File: config.mk
export PLATFORM = sky130hd
export DESIGN_NAME = hamming_rx_flat
export DESIGN_NICKNAME = d
export VERILOG_FILES = /design/src/rtl/hamming_rx_if.sv /design/src/rtl/hamming_rx.sv /design/src/flat_wrapper.sv
export SDC_FILE = /design/constraint.sdc
export NUM_CORES = 1
export LEC_CHECK = 0
export ABC_AREA = 1
export BUFFER_PORTS_ARGS = -buffer_cell sky130_fd_sc_hd__buf_2
export CORE_MARGIN = 4
export CORE_UTILIZATION = 40
export CTS_CLUSTER_SIZE = 14
export DETAILED_ROUTE_END_ITERATION = 8
export HOLD_SLACK_MARGIN = 0.1
export PLACE_DENSITY = 0.72
export SLEW_MARGIN = 20
export SYNTH_ARGS = -nofsm -noshare
export SYNTH_HDL_FRONTEND = slang
export SYNTH_SLANG_ARGS = --single-unit
File: constraint.sdc
create_clock -name clk -period 1.8 [get_ports clk]
set_input_delay 0.09 -clock clk [delete_from_list [all_inputs] [get_ports clk]]
set_output_delay 0.09 -clock clk [all_outputs]
set_load 0.03 [all_outputs]
File: src/rtl/hamming_rx_if.sv
// Serial Hamming(7,4) receiver bus: serial input qualified by strobe,
// decoded frame outputs and status pulses.
interface hamming_rx_if;
  logic       data_line;
  logic       strobe;
  logic [1:7] data_out;
  logic [3:0] nibble;
  logic       valid;
  logic       err_corr;
  logic       frame_err;
  logic [7:0] err_cnt;

  modport master (
    output data_line, strobe,
    input  data_out, nibble, valid, err_corr, frame_err, err_cnt
  );

  modport slave (
    input  data_line, strobe,
    output data_out, nibble, valid, err_corr, frame_err, err_cnt
  );
endinterface

File: src/rtl/hamming_rx.sv
// Serial Hamming(7,4) frame receiver.
// Collects 7 strobe-qualified bits (bit 1 first), computes the syndrome and
// registers the codeword, data nibble and error flag; counts frames with a
// nonzero syndrome (saturating at 255).
// Build option HAMMING_CORRECT_EN: when defined, the bit addressed by a
// nonzero syndrome is inverted before data_out/nibble are registered.
//
// state | meaning
// IDLE  | waiting for strobe; strobe high samples bit 1
// SHIFT | collecting bits 2..7; strobe low aborts the frame
// DONE  | valid high; strobe high samples bit 1 of the next frame
module hamming_rx (
  input  logic clk,
  input  logic rst,
  hamming_rx_if.slave bus
);

  typedef enum logic [1:0] {IDLE, SHIFT, DONE} state_t;

  state_t     state, state_nxt;
  logic [2:0] bit_cnt;
  logic [5:0] hold;
  logic [1:7] cw;
  logic [1:7] cw_fix;
  logic [2:0] syn;
  logic       start, shift, last, abort;

  // Bits 1..6 live in hold (bit 1 at the MSB); bit 7 is taken straight
  // from the line on the completing edge.
  assign cw = {hold, bus.data_line};

  assign syn[0] = cw[1] ^ cw[3] ^ cw[5] ^ cw[7];
  assign syn[1] = cw[2] ^ cw[3] ^ cw[6] ^ cw[7];
  assign syn[2] = cw[4] ^ cw[5] ^ cw[6] ^ cw[7];

  assign bus.valid = (state == DONE);

  // State register.
  always_ff @(posedge clk or negedge rst) begin
    if (!rst) state <= IDLE;
    else      state <= state_nxt;
  end

  // Next-state and per-edge control strobes.
  always_comb begin
    state_nxt = state;
    start     = 1'b0;
    shift     = 1'b0;
    last      = 1'b0;
    abort     = 1'b0;
    case (state)
      IDLE: begin
        if (bus.strobe) begin
          start     = 1'b1;
          state_nxt = SHIFT;
        end
      end
      SHIFT: begin
        if (!bus.strobe) begin
          abort     = 1'b1;
          state_nxt = IDLE;
        end else if (bit_cnt == 3'd6) begin
          last      = 1'b1;
          state_nxt = DONE;
        end else begin
          shift = 1'b1;
        end
      end
      DONE: begin
        if (bus.strobe) begin
          start     = 1'b1;
          state_nxt = SHIFT;
        end else begin
          state_nxt = IDLE;
        end
      end
      default: state_nxt = IDLE;
    endcase
  end

  // Optional single-bit correction at the position named by the syndrome.
  always_comb begin
    cw_fix = cw;
`ifdef HAMMING_CORRECT_EN
    for (int i = 1; i <= 7; i++) begin
      if (syn == 3'(i)) cw_fix[i] = ~cw[i];
    end
`endif
  end

  // Bit counter and shift register for the frame in progress.
  always_ff @(posedge clk or negedge rst) begin
    if (!rst) begin
      bit_cnt <= 3'd0;
      hold    <= 6'd0;
    end else if (start) begin
      bit_cnt <= 3'd1;
      hold    <= {5'd0, bus.data_line};
    end else if (shift) begin
      bit_cnt <= bit_cnt + 3'd1;
      hold    <= {hold[4:0], bus.data_line};
    end else if (last || abort) begin
      bit_cnt <= 3'd0;
    end
  end

  // Frame results, held until the next completed frame, plus status pulses.
  always_ff @(posedge clk or negedge rst) begin
    if (!rst) begin
      bus.data_out  <= 7'd0;
      bus.nibble    <= 4'd0;
      bus.err_corr  <= 1'b0;
      bus.err_cnt   <= 8'd0;
      bus.frame_err <= 1'b0;
    end else begin
      bus.frame_err <= abort;
      if (last) begin
        bus.data_out <= cw_fix;
        bus.nibble   <= {cw_fix[3], cw_fix[5], cw_fix[6], cw_fix[7]};
        bus.err_corr <= |syn;
        if ((|syn) && (bus.err_cnt != 8'hFF)) bus.err_cnt <= bus.err_cnt + 8'd1;
      end
    end
  end

endmodule

File: src/flat_wrapper.sv
// flat-port wrapper written by rule: the top's interface ports become plain ports
module hamming_rx_flat 
  (clk, rst, bus_data_line, bus_strobe, bus_data_out, bus_nibble, bus_valid, bus_err_corr, bus_frame_err, bus_err_cnt);
  hamming_rx_if bus_i ();
  input  logic clk;
  input  logic rst;
  input wire logic [$bits(bus_i.data_line)-1:0] bus_data_line;
  input wire logic [$bits(bus_i.strobe)-1:0] bus_strobe;
  output wire logic [$bits(bus_i.data_out)-1:0] bus_data_out;
  output wire logic [$bits(bus_i.nibble)-1:0] bus_nibble;
  output wire logic [$bits(bus_i.valid)-1:0] bus_valid;
  output wire logic [$bits(bus_i.err_corr)-1:0] bus_err_corr;
  output wire logic [$bits(bus_i.frame_err)-1:0] bus_frame_err;
  output wire logic [$bits(bus_i.err_cnt)-1:0] bus_err_cnt;
  assign bus_i.data_line = bus_data_line;
  assign bus_i.strobe = bus_strobe;
  assign bus_data_out = bus_i.data_out;
  assign bus_nibble = bus_i.nibble;
  assign bus_valid = bus_i.valid;
  assign bus_err_corr = bus_i.err_corr;
  assign bus_frame_err = bus_i.frame_err;
  assign bus_err_cnt = bus_i.err_cnt;
  hamming_rx u_core (.clk(clk), .rst(rst), .bus(bus_i));
endmodule
==> Word-level counts from Yosys, hierarchy flattened <==
Cells that the tools add are included.
{ "op_classes": {"n_eq_ne": 6, "reduce_logical": 9, "bitwise": 9, "muxes": 20, "n_addsub": 2} }
{ "ops": {"columns": ["cell", "n"], "rows": [
  ["6-bit two-way mux", 2],
  ["1-bit two-way mux", 11],
  ["3-bit two-way mux", 3],
  ["1-bit bitwise XOR", 9],
  ["8-bit by 1-bit adder with 8-bit output, second input constant", 1],
  ["8-bit inequality test, second input constant", 1],
  ["2-bit two-way mux", 3],
  ["2-bit one-hot mux with 3 select lines", 1],
  ["2-bit AND reduction", 2],
  ["3-bit by 1-bit adder with 3-bit output, second input constant", 1],
  ["3-bit equality test, second input constant", 1],
  ["3-bit by 2-bit inequality test with 1-bit output, second input constant", 1],
  ["3-bit nonzero test", 1],
  ["3-bit OR reduction", 1],
  ["2-bit by 1-bit equality test with 1-bit output, second input constant", 1],
  ["2-bit equality test, second input constant", 1],
  ["2-bit logical NOT", 1],
  ["2-bit inequality test, second input constant", 1],
  ["2-bit nonzero test", 1],
  ["2-bit OR reduction", 1],
  ["1-bit logical AND", 1],
  ["1-bit logical OR", 1]
]} }
{ "word_totals": {"regBits": 32, "word_cells": 54} }

==> Depth between registers and ports, before layout <==
Gate-level depths: netlist of run 1.
{ "logic_depth": {"ltp_word": 8, "ltp_mapped": 11, "depth_no_buf": 11} }

==> Least setup slack after synthesis of run 1 <==
Ideal clock, no wire load.
{ "synth_timing": {"kind": "register to register", "startpoint": "register u_core.bus.err_cnt[0]", "endpoint": "register u_core.bus.err_cnt[6]", "setup_time_ps": 66, "t_required_ps": 1734, "stages_incl_launch_ff": 8, "arrival_ps": 1512, "setup_slack_ps": 222, "path_buffers": 0, "path_cell_list": "dfrtp_1 ha_1 nand3_2 nor3_4 nand3_4 nand4_4 nand2_1 nand2_1"} }
{ "synth_between": {"elab_chain_cells": 3, "elab_cells_between_ends": 4} }
{ "synth_rtl": {"columns": ["element", "line_no", "rtl"], "rows": [
  ["start: declaration", "hamming_rx_if.sv:20", "output data_out, nibble, valid, err_corr, frame_err, err_cnt"],
  ["start signal: assignment", "hamming_rx.sv:121", "if ((|syn) && (bus.err_cnt != 8'hFF)) bus.err_cnt <= bus.err_cnt + 8'd1;"],
  ["branches (longest 3 deep; another with 8-bit by 1-bit adder with 8-bit output)", null, null]
]} }
Several ways; the timed one is not identified.
A chain may end at the register's enable or synchronous reset.

==> Worst setup path after layout of run 1 <==
{ "layout_timing": {"startpoint": "register u_core.bit_cnt[0]", "endpoint": "register u_core.bus.err_cnt[5]"} }
{ "layout_between": {"elab_chain_cells": 5} }
{ "layout_rtl": {"columns": ["element", "line_no", "rtl"], "rows": [
  ["start: declaration", "hamming_rx.sv:21", "logic [2:0] bit_cnt;"],
  ["start signal: assignment", "hamming_rx.sv:100", "bit_cnt <= bit_cnt + 3'd1;"],
  ["3-bit equality test", "hamming_rx.sv:62", "end else if (bit_cnt == 3'd6) begin"],
  ["1-bit two-way mux", "hamming_rx.sv:62", null],
  ["1-bit two-way mux", "hamming_rx.sv:59", "if (!bus.strobe) begin"],
  ["1-bit two-way mux", "hamming_rx.sv:51", "case (state)"],
  ["2-bit AND reduction (no source line)", null, null]
]} }
No other way between the ends.

==> impl_metrics.tcl, run 1 <==
set metrics [dict create \
    status "completed" \
    hold_violations 0 \
    netlist-cell-type-count 23 \
    layout_commonest_cell "nand2_1" \
    first_global_vias 1133 \
    die_width_um 69.1 \
    period_needed_ps 1570 \
    placementRows 21 \
    routed_via_density 4.84 \
    drc 0 \
    layout_common_cells "43 x nand2_1, 28 x dfrtp_1, 25 x buf_2" \
    rsz0062_at_grt "false" \
    worst-setup-path-type "reg -> reg" \
    maxCapViolCount 0 \
    wl_um 2810 \
    cts_resized 0 \
    n_fill_cell 341 \
    wl_per_cell_um 11.6 \
    p_per_area_nw_per_um2 861 \
    cts_tree "yes" \
    cpPeakStageDelay_ps 420 \
    multi_input_area_um2 678 \
    seq_area_frac_synth_pct 46.9 \
    synth_nets 176 \
    slew_headroom_pct 59.2 \
    htreeDepth 1 \
    ios 26 \
    max_freq_mhz 637 \
    drive_gt1_share_pct 29.6 \
    die_h_um 69.1 \
    overflow 0 \
    cts_buffer_depth 2 \
    path_max_fanout 17 \
    drv_slew 0 \
    cp-end-kind "flop" \
    irDropWorstVdd_v 0.000350 \
    leakage_uw 0.000929 \
    synth_area_per_cell_um2 8.83 \
    synth_area_um2 1490 \
    antenna_left 0 \
    vias 1171 \
    synthCells 169 \
    yosys_warnings 0 \
    clockRootBuffer "clkbuf_8" \
    clock_skew_ps 3.43 \
    worstSkewPairLatency_ps 270 \
    grt_start_max_net_pins 29 \
    numCtsBuffers 3 \
    slowest_stage "dfrtp_1" \
    postCtsSetupBuffers 0 \
    grt_use_total_pct 12.6 \
    crit_path_cell_trace "inv_1, ha_1, nand2_1, nor2_1, nand2_4, clkinv_2, nand4_4, nand2_1, nand2_1" \
    drtPass1Iterations 4 \
    hold_buffers 3 \
    start_kind "flop" \
    hp-class "in -> async" \
    ys_ff_latch 28 \
    cts_num_sinks 28 \
    antenna_cells 0 \
    initial_utilization_pct 43.0 \
    ys_dominant_reg_cell "dfrtp_1" \
    seqCellArea_um2 701 \
    core_area_um2 3470 \
    gp_congestion 0.803 \
    synthArstFlopShare_pct 100 \
    hold-worst-slack_ps 360 \
    cpMostUsedCell "nand2_1" \
    final-setup-viol-count 0 \
    antenna_found_initial 0 \
    required_ps 1970 \
    arrival_ps 1740 \
    grt_first_pass_wirelength_um 5020 \
    fin_nets 204 \
    dp_hpwl_um 2100 \
    path_clk_slew_ps 90 \
    syn2layout_area_growth_pct 15.7 \
    design.die.area_um2 4770 \
    drtIter0Drc 110 \
    worst_pin_slew_ps 611 \
    fin_tns_setup_ps 0 \
    io_buffer_count 25 \
    min_period_over_period_pct 87.2 \
    synth-edff-count 0 \
]
## final cells by class
class / count / area share (%)
clock buffer: 4 / 3.19
timing repair buffer: 28 / 8.99
sequential: 28 / 40.6
tap: 46 / 3.33
inverter: 21 / 4.64
multi-input combinational: 115 / 39.3
## critical path: cells and delay by family (launching register included)
| family | cells | cell delay (ps) |
|---|---|---|
| flip-flops | 1 | 420 |
| buffers and inverters | 2 | 180 |
| AND/OR/NAND/NOR | 6 | 740 |
| adder cells (fa/ha/maj) | 1 | 130 |
## path summary, 6_finish.rpt
path,startpoint,slack (ps),cells past startpoint,endpoint
setup / recovery,u_core.bit_cnt[0]$_DFFE_PN0P_,230,9,u_core.bus.err_cnt[5]$_DFFE_PN0P_
hold / removal,rst,360,2,u_core.bus.data_out[1]$_DFFE_PN0P_
setup reg to reg,u_core.bit_cnt[0]$_DFFE_PN0P_,230,9,u_core.bus.err_cnt[5]$_DFFE_PN0P_
hold reg to reg,u_core.bus.data_out[2]$_DFFE_PN0P_,490,2,u_core.bus.data_out[2]$_DFFE_PN0P_
max in group asynchronous,rst,1040,2,u_core.hold[3]$_DFFE_PN0P_
min in group clk,u_core.bus.data_out[2]$_DFFE_PN0P_,490,2,u_core.bus.data_out[2]$_DFFE_PN0P_
## Yosys cell counts (3+ instances only)
cell	n	area, µm²
nand2_1	43	161
xor2_1	4	35.0
buf_4	4	30.0
inv_1	11	41.3
nor2_1	6	22.5
nor2_4	4	45.0
nand4_1	9	56.3
o21ai_1	16	80.1
nand2_2	8	50.1
inv_2	9	33.8
nand3_1	12	60.1
ha_1	3	37.5
dfrtp_1	28	701
## cell families after synthesis
| kind of cell | Yosys count | synth area share [%] |
|---|---|---|
| AO/OA/AOI/OAI | 17 | 5.70 |
| XOR/XNOR | 6 | 3.52 |
| adder cells (fa/ha/maj) | 3 | 2.51 |
| buffers and inverters | 26 | 7.63 |
| flip-flops | 28 | 46.9 |
| AND/OR/NAND/NOR | 89 | 33.7 |
## metal layers
layer | vias up | GRT usage [%] | part of all wire (%)
met5 | - | 0 | 0
met4 | 0 | 5.86 | 1.8
met3 | 4 | 2.03 | 3.4
met2 | 24 | 20.9 | 50
met1 | 546 | 16.0 | 45
li1 | 597 | - | -
## through the flow
step	power, µW	util, %	setup WS [ps]	cell area (µm²)	instances
after floorplan	1040	-	222	1490	169
after global placement	1110	47.3	304	1640	235
after detailed placement	1120	47.3	256	1640	235
after CTS	1510	49.8	221	1730	242
after global routing	1580	49.8	85.0	1730	242
final	1490	49.8	230	1730	242
## registers in the layout, indices dropped and copies added (netlist names)
signal	cells
u_core.bit_cnt	3
u_core.bus.data_out	4
u_core.bus.err_cnt	8
u_core.bus.err_corr	1
u_core.bus.frame_err	1
u_core.bus.nibble	3
u_core.hold	6
u_core.state	2
## power by group
| group | internal, µW | switching [µW] |
|---|---|---|
| Combinational | 118 | 252 |
| Sequential | 682 | 49.5 |
| Clock | 196 | 189 |
No activity file was read; power rests on OpenSTA's default activity.
==> run 2: changes to the inputs <==
- GPL_TIMING_DRIVEN: not set -> 0
==> run 2 against run 1 <==
Worst setup slack better by 34 ps. First-iteration DRC count shrank 58%. Largest power group unchanged. Sequential share of layout area fell by 0.69 points.
==> impl_metrics.tcl, run 2 (synthesized netlist as in run 1, its figures left out) <==
set metrics [dict create \
    swShare_pct 33.0 \
    maxCapViolCount 0 \
    overflow 0 \
    pwr-share-seq_pct 48.9 \
    rsz0062_at_grt "false" \
    wl_per_cell_um 10.8 \
    worst_pin_slew_ps 601 \
    clock_skew_ps 4.26 \
    core_area_um2 3470 \
    cts_tree "yes" \
    antenna_left 0 \
    p_int_uw 1000 \
    timing.rr.start "u_core.bit_cnt[0]$_DFFE_PN0P_" \
    drtPass1Iterations 4 \
    worst-setup-path-type "reg -> reg" \
    drv_slew 0 \
    placed_cells 240 \
    syn2layout_area_growth_pct 17.7 \
    die_width_um 69.1 \
    postCtsSetupBuffers 0 \
    numCtsBuffers 3 \
    placementRows 21 \
    path_clk_slew_ps 90 \
    r2r_end "u_core.bus.err_cnt[7]$_DFFE_PN0P_" \
    required_ps 1970 \
    clkPwrFrac_pct 25.6 \
    vias 1155 \
    design.die.area_um2 4770 \
    gp_congestion 0.805 \
    die_h_um 69.1 \
    grt_start_max_net_pins 29 \
    hp-class "in -> async" \
    cp-end-kind "flop" \
    leakage_uw 0.000951 \
    initial_utilization_pct 43.0 \
    slew_headroom_pct 60.0 \
    worstSkewPairLatency_ps 270 \
    htreeDepth 1 \
    n_fill_cell 350 \
    max_freq_mhz 651 \
    drtIter0Drc 46 \
    period_needed_ps 1540 \
    cts_num_sinks 28 \
    first_global_vias 1126 \
    cts_buffer_depth 2 \
    grt_first_pass_wirelength_um 5000 \
    irDropWorstVdd_v 0.000274 \
    path_max_fanout 17 \
    drc 0 \
    hold_violations 0 \
    fin_tns_setup_ps 0 \
    pwr-share-comb_pct 25.4 \
    clockRootBuffer "clkbuf_8" \
    instances_no_fill 246 \
    fin_nets 208 \
    layout_common_cells "43 x nand2_1, 28 x dfrtp_1, 25 x buf_2" \
    p_per_area_nw_per_um2 852 \
    cts_resized 0 \
    largest_reg_flops 8 \
    reg2reg_slack_ps 260 \
    grt_use_total_pct 12.6 \
    min_period_over_period_pct 85.3 \
    top_register "u_core.bus.err_cnt" \
    ios 26 \
    arrival_ps 1710 \
    status "completed" \
    layout_commonest_cell "nand2_1" \
    reg2reg_depth 9 \
    switchingPower_uw 494 \
    antenna_found_initial 0 \
    drive_gt1_share_pct 31.0 \
    antenna_cells 0 \
    dp_hpwl_um 2010 \
    final_util_pct 50.6 \
    final-setup-viol-count 0 \
    top_regs "u_core.bus.err_cnt (8), u_core.hold (6), u_core.bus.data_out (4)" \
    start_kind "flop" \
    wl_um 2650 \
    io_buffer_count 25 \
    routed_via_density 4.70 \
]
[run 2: layer usage]
metal,routed length [µm],track usage (%)
met1,1220,16.1
met5,0,0
met2,1280,20.4
met4,65,6.51
met3,88,2.18
[run 2: power by group through the flow]
stage	Clock [µW]	Combinational, µW	Sequential (µW)
after floorplan	0	265	773
after global placement	0	372	743
after detailed placement	0	378	744
after CTS	394	385	732
after global routing	423	423	743
final	384	381	732
[run 2: worst max-delay path: stages (launching register included)]
cell	delay (ps)
dfrtp_1	420
inv_1	70
ha_1	140
nand2_1	60
nor2_1	170
nand2_4	180
clkinv_2	110
nand4_4	160
nand2_1	90
nand2_1	50
[run 2: per-stage QoR]
step | hold slack (ps) | area (µm²) | power (µW) | setup WS (ps)
after global routing | 423 | 1760 | 1590 | 66.1
after global placement | 136 | 1680 | 1110 | 267
final | 355 | 1760 | 1500 | 264
after CTS | 366 | 1760 | 1510 | 211
after detailed placement | 133 | 1680 | 1120 | 249
after floorplan | -206 | 1490 | 1040 | 222
[run 2: cell type report]
cell class / count / area, µm² / area share, %
buffer: 4 / 30.0 / 1.71
clock buffer: 4 / 55.1 / 3.13
inverter: 21 / 80.1 / 4.56
multi-input combinational: 115 / 678 / 38.6
sequential: 28 / 701 / 39.9
tap: 46 / 57.6 / 3.28
timing repair buffer: 28 / 155 / 8.83
[run 2: worst max path at each step]
| stage | startpoint | cells past startpoint | end | slack, ps |
|---|---|---|---|---|
| 2_1_floorplan | u_core.bus.err_cnt[0]$_DFFE_PN0P_ | 7 | u_core.bus.err_cnt[6]$_DFFE_PN0P_ | 220 |
| 3_3_place_gp | u_core.bit_cnt[0]$_DFFE_PN0P_ | 8 | u_core.bus.nibble[2]$_DFFE_PN0P_ | 270 |
| 4_1_cts | u_core.bit_cnt[0]$_DFFE_PN0P_ | 8 | u_core.bus.nibble[1]$_DFFE_PN0P_ | 210 |
| 6_report | u_core.bit_cnt[0]$_DFFE_PN0P_ | 9 | u_core.bus.err_cnt[7]$_DFFE_PN0P_ | 260 |
| 3_5_place_dp | u_core.bit_cnt[0]$_DFFE_PN0P_ | 8 | u_core.bus.nibble[1]$_DFFE_PN0P_ | 250 |
| 5_1_grt | u_core.bit_cnt[0]$_DFFE_PN0P_ | 9 | u_core.bus.err_cnt[7]$_DFFE_PN0P_ | 70 |
[run 2: timing repair]
action,in CTS,in global routing
endpoints found under the setup margin,0,1
hold endpoints to repair,30,0
hold buffers,3,0
==> run 3: changes to the inputs <==
- PLACE_DENSITY: 0.72 -> 0.75
- clock period: 1.8 -> 1.3 ns (I/O delays scaled with it)
==> run 3 against run 2 <==
The flow now finishes with violations (setup timing). Maximum frequency grew 4.7%. Clock skew shrank 1.0 ps. Via count grew 7.4%. Worst setup slack lost 430 ps. Flip-flop and latch count is the same. Combinational power grew 67%. First-iteration DRC count grew 96%. Design area grew 11%. Cell count grew 4.5%. Register-to-register slack lost 430 ps. Worst hold slack gained 2.5 ps. Largest cell class is now multi-input combinational cells. Largest power group unchanged.
==> impl_metrics.tcl, run 3 (synthesized netlist as in run 1, its figures left out) <==
set metrics [dict create \
    layout_common_cells "35 x nand2_1, 25 x buf_2, 24 x dfrtp_1" \
    clock_skew_ps 3.21 \
    cpMostUsedCell "nand2_1" \
    routed_via_density 4.83 \
    irDropWorstVdd_v 0.000884 \
    grt_use_total_pct 13.5 \
    drv_slew 0 \
    antenna_cells 0 \
    htreeDepth 1 \
    violations "setup timing" \
    vias 1241 \
    path_buf_inv 2 \
    grt_start_max_net_pins 29 \
    setup_ws_ps -167 \
    clockRootBuffer "clkbuf_8" \
    wl_per_cell_um 12.6 \
    cts_buffer_depth 2 \
    required_ps 1470 \
    drtPass1Iterations 4 \
    cp-end-kind "flop" \
    rsz0062_at_grt "true" \
    cpPeakStageDelay_ps 390 \
    largest_reg_flops 8 \
    dp_hpwl_um 2100 \
    syn2layout_area_growth_pct 30.6 \
    worst_pin_slew_ps 614 \
    slowest_stage "dfrtp_1" \
    overflow 0 \
    io_buffer_count 25 \
    min_period_over_period_pct 113 \
    wl_um 3230 \
    antenna_found_initial 0 \
    instances_no_fill 257 \
    leakage_uw 0.00102 \
    design.die.area_um2 4770 \
    maxCapViolCount 0 \
    crit_path_cell_trace "inv_1, nand2_1, nand3_1, nand2_2, nand2_4, inv_2, nand2_2, nand4_4, nand2_1, nand2_1" \
    numCtsBuffers 3 \
    top_register "u_core.bus.err_cnt" \
    drc 0 \
    antenna_left 0 \
    worst-setup-path-type "reg -> reg" \
    path_max_fanout 8 \
    ios 26 \
    period_needed_ps 1470 \
    arrival_ps 1630 \
    placed_cells 240 \
    p_per_area_nw_per_um2 1120 \
    top_regs "u_core.bus.err_cnt (8), u_core.hold (6), u_core.bus.data_out (4)" \
    placementRows 21 \
    layout_commonest_cell "nand2_1" \
    core_area_um2 3470 \
    cts_num_sinks 28 \
    drive_gt1_share_pct 44.1 \
    first_global_vias 1200 \
    start_kind "flop" \
    gp_congestion 0.769 \
    drtIter0Drc 90 \
    fin_tns_setup_ps -1440 \
    worstSkewPairLatency_ps 270 \
    path_clk_slew_ps 90 \
    hold_violations 0 \
    die_h_um 69.1 \
    final-setup-viol-count 11 \
    max_freq_mhz 682 \
    die_width_um 69.1 \
    initial_utilization_pct 43.0 \
    cts_tree "yes" \
    cp_top_family "simple AND/OR/NAND/NOR gates" \
    grt_first_pass_wirelength_um 5380 \
    hp-class "in -> async" \
    status "finished with violations" \
    slew_headroom_pct 59.1 \
    fin_nets 219 \
]
-- run 3: timing repair --
item                                    4_1_cts  5_1_grt
pin swaps                                    12        9
buffers inserted                              8        2
hold buffers                                  3        0
gates resized for setup                       6       22
endpoints found under the setup margin       17       22
hold endpoints to repair                     30        0
-- run 3: per-stage QoR --
stage | total power [µW] | hold slack, ps | worst slack (ps) | utilization (%) | instance area (µm²)
after floorplan | 1440 | -231 | -143 | - | 1520
after global placement | 1550 | 113 | -136 | 49.1 | 1700
after detailed placement | 1570 | 114 | -172 | 49.1 | 1700
after CTS | 2160 | 352 | -108 | 53.8 | 1870
after global routing | 2310 | 416 | -267 | 56.2 | 1950
final | 2190 | 357 | -167 | 56.2 | 1950
-- run 3: final timing paths --
path                                                    startpoint                                 end  slack, ps  depth (start not counted)
max in group asynchronous                                      rst          u_core.hold[1]$_DFFE_PN0P_        510                          2
worst min register to register  u_core.bus.data_out[1]$_DFFE_PN0P_  u_core.bus.data_out[1]$_DFFE_PN0P_        500                          2
worst min-delay path                                           rst   u_core.bus.err_cnt[3]$_DFFE_PN0P_        360                          2
worst max-delay path                    u_core.hold[5]$_DFFE_PN0P_   u_core.bus.err_cnt[1]$_DFFE_PN0P_       -170                         10
min in group clk                                        bus_strobe      u_core.bus.frame_err$_DFF_PN0_        500                          3
worst max register to register          u_core.hold[5]$_DFFE_PN0P_   u_core.bus.err_cnt[1]$_DFFE_PN0P_       -170                         10
-- run 3: area by class of cell --
cell class / count / area [µm²]
buffer: 5 / 45.0
inverter: 21 / 83.8
clock buffer: 4 / 55.1
multi-input combinational: 115 / 764
tap: 46 / 57.6
sequential: 28 / 706
fill: 313 / 1520
timing repair buffer: 38 / 238
-- run 3: routing by layer --
layer | global-route usage (%) | routed length, µm
met1 | 17.5 | 1440
met2 | 22.7 | 1620
met3 | 3.49 | 136
met4 | 2.60 | 35
met5 | 0 | 0
-- run 3: power by group --
part | total (µW) | switching (µW) | internal (µW)
Sequential | 1020 | 74.1 | 947
Clock | 532 | 261 | 271
Combinational | 635 | 409 | 227
Total | 2190 | 744 | 1440
